## config.mk

```make
export PLATFORM = sky130hd
export DESIGN_NAME = keypad_entry
export DESIGN_NICKNAME = d
export VERILOG_FILES = /design/src/rtl/keypad_entry.sv
export SDC_FILE = /design/constraint.sdc
export NUM_CORES = 1
export LEC_CHECK = 0
export BUFFER_PORTS_ARGS = -buffer_cell sky130_fd_sc_hd__buf_2
export CELL_PAD_IN_SITES_DETAIL_PLACEMENT = 1
export CELL_PAD_IN_SITES_GLOBAL_PLACEMENT = 2
export CORE_MARGIN = 2
export CORE_UTILIZATION = 41
export DETAILED_ROUTE_END_ITERATION = 8
export HOLD_SLACK_MARGIN = 0.03
export PLACE_DENSITY_LB_ADDON = 0.1
export SYNTH_ARGS = -nofsm -noshare
export SYNTH_HDL_FRONTEND = slang
export SYNTH_SLANG_ARGS = --single-unit
```

## constraint.sdc

```tcl
create_clock -name Clk -period 5.4 [get_ports Clk]
set_clock_uncertainty 0.1 [all_clocks]
set_input_delay 1.35 -clock Clk [delete_from_list [all_inputs] [get_ports Clk]]
set_output_delay 1.35 -clock Clk [all_outputs]
set_load 0.01 [all_outputs]
```

## src/rtl/keypad_entry.sv

```systemverilog
// Keypad scanner and three-digit decimal entry.
// Drives one 4x4 keypad row at a time (active-low), debounces a single
// pressed key over DEB_SCANS row-sample points, and folds accepted keys
// into a 0..999 value being typed (Live_Data) and a committed value
// (Entry_Data). DEB_SCANS is expected to be at least 2 and ROW_TICKS at
// least 3, so the synchronized column value settles before each sample.
`timescale 1ns/1ps

module keypad_entry #(
  parameter int ROW_TICKS = 100_000,
  parameter int DEB_SCANS = 10
) (
  input  logic        Clk,
  input  logic        Reset_n,
  input  logic [3:0]  COL,
  output logic [3:0]  ROW,
  output logic [3:0]  Key_Code,
  output logic        Key_Strobe,
  output logic [15:0] Live_Data,
  output logic [15:0] Entry_Data,
  output logic        Entry_Valid
);

  localparam int TICK_W = (ROW_TICKS > 1) ? $clog2(ROW_TICKS) : 1;
  localparam int CNT_W  = $clog2(DEB_SCANS + 1);
  localparam logic [TICK_W-1:0] TICK_LAST = TICK_W'(ROW_TICKS - 1);
  localparam logic [CNT_W-1:0]  CNT_DONE  = CNT_W'(DEB_SCANS);

  typedef enum logic [1:0] {SCAN, DEBOUNCE, HELD, RELEASE} state_t;

  state_t            state_q, state_d;
  logic [3:0]        col_meta_q, col_sync_q;
  logic [TICK_W-1:0] tick_q, tick_d;
  logic [3:0]        row_q, row_d;
  logic [CNT_W-1:0]  match_q, match_d;
  logic [CNT_W-1:0]  rel_q, rel_d;
  logic [1:0]        key_row_q, key_row_d;
  logic [1:0]        key_col_q, key_col_d;
  logic [3:0]        code_q, code_d;
  logic              strobe_q, strobe_d;
  logic [9:0]        live_q, live_d;
  logic [9:0]        entry_q, entry_d;
  logic              valid_q, valid_d;

  logic              sample;
  logic              col_single;
  logic              col_idle;
  logic [1:0]        col_idx;
  logic [3:0]        row_rot;
  logic [3:0]        key_hit;
  logic [CNT_W-1:0]  match_inc;
  logic [CNT_W-1:0]  rel_inc;

  // Position (0..3) of the single low bit of an active-low one-hot vector.
  function automatic logic [1:0] low_idx(input logic [3:0] v);
    case (v)
      4'b1101: return 2'd1;
      4'b1011: return 2'd2;
      4'b0111: return 2'd3;
      default: return 2'd0;
    endcase
  endfunction

  // Keypad legend: 1 2 3 A / 4 5 6 B / 7 8 9 C / * 0 # D with * = E, # = F.
  function automatic logic [3:0] key_lookup(input logic [1:0] r, input logic [1:0] c);
    case ({r, c})
      4'h0: return 4'h1;
      4'h1: return 4'h2;
      4'h2: return 4'h3;
      4'h3: return 4'hA;
      4'h4: return 4'h4;
      4'h5: return 4'h5;
      4'h6: return 4'h6;
      4'h7: return 4'hB;
      4'h8: return 4'h7;
      4'h9: return 4'h8;
      4'hA: return 4'h9;
      4'hB: return 4'hC;
      4'hC: return 4'hE;
      4'hD: return 4'h0;
      4'hE: return 4'hF;
      default: return 4'hD;
    endcase
  endfunction

  // Shift one decimal digit into the typed value; callers ensure live < 100.
  function automatic logic [9:0] digit_append(input logic [9:0] live, input logic [3:0] d);
    return live * 10'd10 + {6'b0, d};
  endfunction

  assign sample     = (tick_q == TICK_LAST);
  assign tick_d     = sample ? '0 : tick_q + 1'b1;
  assign col_single = $onehot(~col_sync_q);
  assign col_idle   = (col_sync_q == 4'b1111);
  assign col_idx    = low_idx(col_sync_q);
  assign row_rot    = {row_q[2:0], row_q[3]};
  assign key_hit    = key_lookup(key_row_q, key_col_q);
  assign match_inc  = match_q + 1'b1;
  assign rel_inc    = rel_q + 1'b1;

  // Two-flop synchronizer for the asynchronous, pulled-up column inputs.
  always_ff @(posedge Clk or negedge Reset_n) begin
    if (!Reset_n) begin
      col_meta_q <= 4'b1111;
      col_sync_q <= 4'b1111;
    end else begin
      col_meta_q <= COL;
      col_sync_q <= col_meta_q;
    end
  end

  // State, counters and all registered outputs.
  always_ff @(posedge Clk or negedge Reset_n) begin
    if (!Reset_n) begin
      state_q   <= SCAN;
      tick_q    <= '0;
      row_q     <= 4'b1110;
      match_q   <= '0;
      rel_q     <= '0;
      key_row_q <= 2'd0;
      key_col_q <= 2'd0;
      code_q    <= 4'h0;
      strobe_q  <= 1'b0;
      live_q    <= '0;
      entry_q   <= '0;
      valid_q   <= 1'b0;
    end else begin
      state_q   <= state_d;
      tick_q    <= tick_d;
      row_q     <= row_d;
      match_q   <= match_d;
      rel_q     <= rel_d;
      key_row_q <= key_row_d;
      key_col_q <= key_col_d;
      code_q    <= code_d;
      strobe_q  <= strobe_d;
      live_q    <= live_d;
      entry_q   <= entry_d;
      valid_q   <= valid_d;
    end
  end

  // Scan/debounce FSM and key processing, evaluated only at sample points.
  always_comb begin
    state_d   = state_q;
    row_d     = row_q;
    match_d   = match_q;
    rel_d     = rel_q;
    key_row_d = key_row_q;
    key_col_d = key_col_q;
    code_d    = code_q;
    strobe_d  = 1'b0;
    live_d    = live_q;
    entry_d   = entry_q;
    valid_d   = 1'b0;

    if (sample) begin
      case (state_q)
        SCAN: begin
          if (col_single) begin
            key_row_d = low_idx(row_q);
            key_col_d = col_idx;
            match_d   = CNT_W'(1);
            state_d   = DEBOUNCE;
          end else begin
            row_d = row_rot;
          end
        end
        DEBOUNCE: begin
          if (col_single && (col_idx == key_col_q)) begin
            if (match_inc == CNT_DONE) begin
              match_d  = '0;
              state_d  = HELD;
              code_d   = key_hit;
              strobe_d = 1'b1;
              if (key_hit <= 4'd9) begin
                if (live_q < 10'd100) live_d = digit_append(live_q, key_hit);
              end else begin
                case (key_hit)
                  4'hB: live_d = live_q / 10'd10;
                  4'hE: live_d = '0;
                  4'hF: begin
                    entry_d = live_q;
                    valid_d = 1'b1;
                    live_d  = '0;
                  end
                  default: ;
                endcase
              end
            end else begin
              match_d = match_inc;
            end
          end else begin
            match_d = '0;
            state_d = SCAN;
            row_d   = row_rot;
          end
        end
        HELD: begin
          if (col_idle) begin
            rel_d   = CNT_W'(1);
            state_d = RELEASE;
          end
        end
        RELEASE: begin
          if (col_idle) begin
            if (rel_inc == CNT_DONE) begin
              rel_d   = '0;
              state_d = SCAN;
              row_d   = row_rot;
            end else begin
              rel_d = rel_inc;
            end
          end else begin
            rel_d   = '0;
            state_d = HELD;
          end
        end
        default: state_d = SCAN;
      endcase
    end
  end

  assign ROW         = row_q;
  assign Key_Code    = code_q;
  assign Key_Strobe  = strobe_q;
  assign Live_Data   = {6'b0, live_q};
  assign Entry_Data  = {6'b0, entry_q};
  assign Entry_Valid = valid_q;

endmodule

```

==> out/results.ini <==
[critical_path]
r2r_start = col_sync_q[3]
required_ns = 5.52
r2r_setup_slack_ns = 1.81
worstPathArrival_ns = 3.72
reg2reg_depth = 12
crit_path_max_fanout = 18
r2r-end = live_q[0]
end_kind = register
cp-start-kind = register
criticalPathCategory = reg -> reg

[final_layout]
post-route-util = 0.454
areaGrowthSynthToFinish_pct = 9.29
diodes = 0
multi_input_area_mm2 = 0.00292
final_cell_mix = nand2_1 (75), dfrtp_1 (58), buf_2 (35)
final_cell_area_mm2 = 0.00539
finalNetCount = 593
final_common_cell = nand2_1
layout-drive-gt1-share = 0.169
ff_latch_area_mm2 = 0.00174
fillers = 1395

[timing]
drv_slew = 0
max_freq_mhz = 278
fin_crit_sh = 0.665
hold_violations = 0
period_needed_ns = 3.59
finalSetupViolCount = 0
slew_headroom = 0.395
rsz0062_at_grt = false
setup_tns_ns = 0
tightestPinTransition_ns = 0.907

[synth]
synth-main-ff-cell = dfrtp_1
ys_warn_count = 0
ys_seq_area_frac = 0.353
synth-async-reset-ratio = 1.00
synth_edf_count = 0
netlist_area_mm2 = 0.00493
postSynthCellCount = 536
ys_seq_elements = 69
avgSynthCellArea_um2 = 9.20
synth_cell_type_count = 79

[grt]
grt_max_degree = 37
grt_pass1_wl_um = 20600
grt_use_total = 0.200
grt_pass1_vias = 4023
gr-total-overflow = 0
antenna_found_initial = 0

[power]
p_leak_nw = 2.48
p_per_area_mw_per_mm2 = 210
power.total_mw = 1.13
max-vdd-ir-drop_mv = 0.166

[run]
drv_cap = 0

[clocking]
clk_latency_ns = 0.33
clk_pin_slew_ns = 0.06
clock_sinks = 69
cts_setup_buffers = 0
cts_buffer_depth = 2
htreeDepth = 3
root_buffer = clkbuf_16
ctsHoldBuffers = 0
cts_buffers = 9
cts_tree = done
cts_resized = 0

[hold_path]
hp-class = reg -> reg
hold_end = col_sync_q[3]
min_from = col_meta_q[3]
whs_path_depth = 0

[placed_design]
hpwl_um = 8900
port_buffers = 35
gp_congestion = 0.843
postPlaceCellArea_mm2 = 0.00510

[floorplan]
core_mm2 = 0.0119
core.rowCount = 40
die_x_um = 114
die_area_mm2 = 0.0129
die_h_um = 114
initial_utilization = 0.416
ioPinCount = 48

[drt]
first_iter_violations = 198
wl_per_cell_um = 17.2
drc = 0
viasPerCell = 5.63
vias = 3991
wirelength_um = 12200
first_pass_iters = 4
final_antenna_net_count = 0

[status]
status = completed

worst max-delay path, stage by stage (launching register included):
cell and delay, ns:
dfstp_2 0.62, fa_1 0.43, inv_1 0.06, ha_1 0.14, ha_1 0.22, nor2_1 0.13, and2_1 0.27, nand4b_1 0.23
nor3_2 0.38, nand2_1 0.44, nand2_1 0.17, o21ai_0 0.10, a21o_1 0.17
synthesized netlist by cell type (3+ instances only):
master,count,area share
mux2i_1,10,0.020
or3_1,3,0.0038
nand2b_1,9,0.011
o22a_1,3,0.0053
dfrtp_1,58,0.29
nor3_1,8,0.0081
a211o_1,4,0.0071
nand4_1,3,0.0038
fa_1,3,0.012
nand2_1,75,0.057
a22oi_1,7,0.011
ha_1,27,0.069
nand3_1,19,0.019
nand3b_1,4,0.0061
and3_1,8,0.010
nor2b_1,5,0.0063
o22ai_1,6,0.0076
o21ai_0,30,0.030
buf_6,6,0.014
xor2_1,15,0.027
xnor2_1,21,0.037
a21oi_1,21,0.021
mux2_2,16,0.037
buf_2,10,0.010
a21o_1,6,0.0091
o21ai_1,6,0.0061
inv_1,18,0.014
o31ai_1,5,0.0076
buf_4,12,0.018
and2_1,5,0.0063
nor3b_1,7,0.011
nor2_1,30,0.023
dfstp_2,11,0.059
clkbuf_1,8,0.0061
per-layer routing:
metal,up-vias,global-route usage,share of wire
met5,-,0,0
met1,2014,0.254,0.45
met4,0,0.0732,0.016
met2,47,0.350,0.51
li1,1913,-,-
met3,17,0.0239,0.021
report_power, final:
group	total (mW)	switching (mW)	leakage (nW)	internal, mW
sequential	0.526	0.00277	0.911	0.523
combinational	0.0373	0.0267	1.43	0.0106
clock	0.569	0.231	0.137	0.339
through the flow:
| step | hold slack, ns | setup slack, ns | std cells |
|---|---|---|---|
| 2_1_floorplan | 0.245 | 2.39 | 547 |
| 3_3_place_gp | 0.246 | 1.87 | 693 |
| 3_5_place_dp | 0.247 | 1.82 | 693 |
| 4_1_cts | 0.256 | 1.80 | 709 |
| 5_1_grt | 0.262 | 1.57 | 709 |
| 6_report | 0.255 | 1.81 | 709 |
registers in the layout, summed over array words and instances, names as in the netlist, 2 cells and up:
| signal | count |
|---|---|
| state_q | 2 |
| col_sync_q | 4 |
| key_row_q | 2 |
| rel_q | 4 |
| key_col_q | 2 |
| live_q | 10 |
| Key_Code | 4 |
| tick_q | 17 |
| col_meta_q | 4 |
| match_q | 4 |
| entry_q | 10 |
| ROW | 4 |
cell type report:
type,count,area share
flip-flops and latches,69,0.323
inverters,19,0.0132
clock buffers,11,0.0471
clock inverters,5,0.00627
multi-input cells,421,0.541
repair buffers,37,0.0353
well taps,147,0.0341
worst max path at each step:
stage | endpoint | slack [ns] | cells past startpoint | start
global route | live_q[0] | 1.57 | 12 | col_sync_q[3]
floorplan | live_q[9] | 2.39 | 16 | key_col_q[1]
CTS | live_q[0] | 1.80 | 12 | col_sync_q[3]
detailed placement | live_q[0] | 1.82 | 12 | col_sync_q[3]
finish | live_q[0] | 1.81 | 12 | col_sync_q[3]
global placement | live_q[0] | 1.87 | 12 | col_sync_q[3]
cell families (layout without fill, tap and decap cells):
family / Yosys count / count (layout) / synth area share
XOR/XNOR: 37 / 37 / 0.0672
AND/OR/NAND/NOR: 199 / 199 / 0.213
multiplexers: 26 / 26 / 0.0568
flip-flops: 69 / 69 / 0.353
AO/OA/AOI/OAI: 114 / 114 / 0.158
adder cells (fa/ha/maj): 33 / 33 / 0.0870
other: 1 / 12 / 0.000760
buffers and inverters: 57 / 72 / 0.0642
Power figures use the tool's default switching activity.
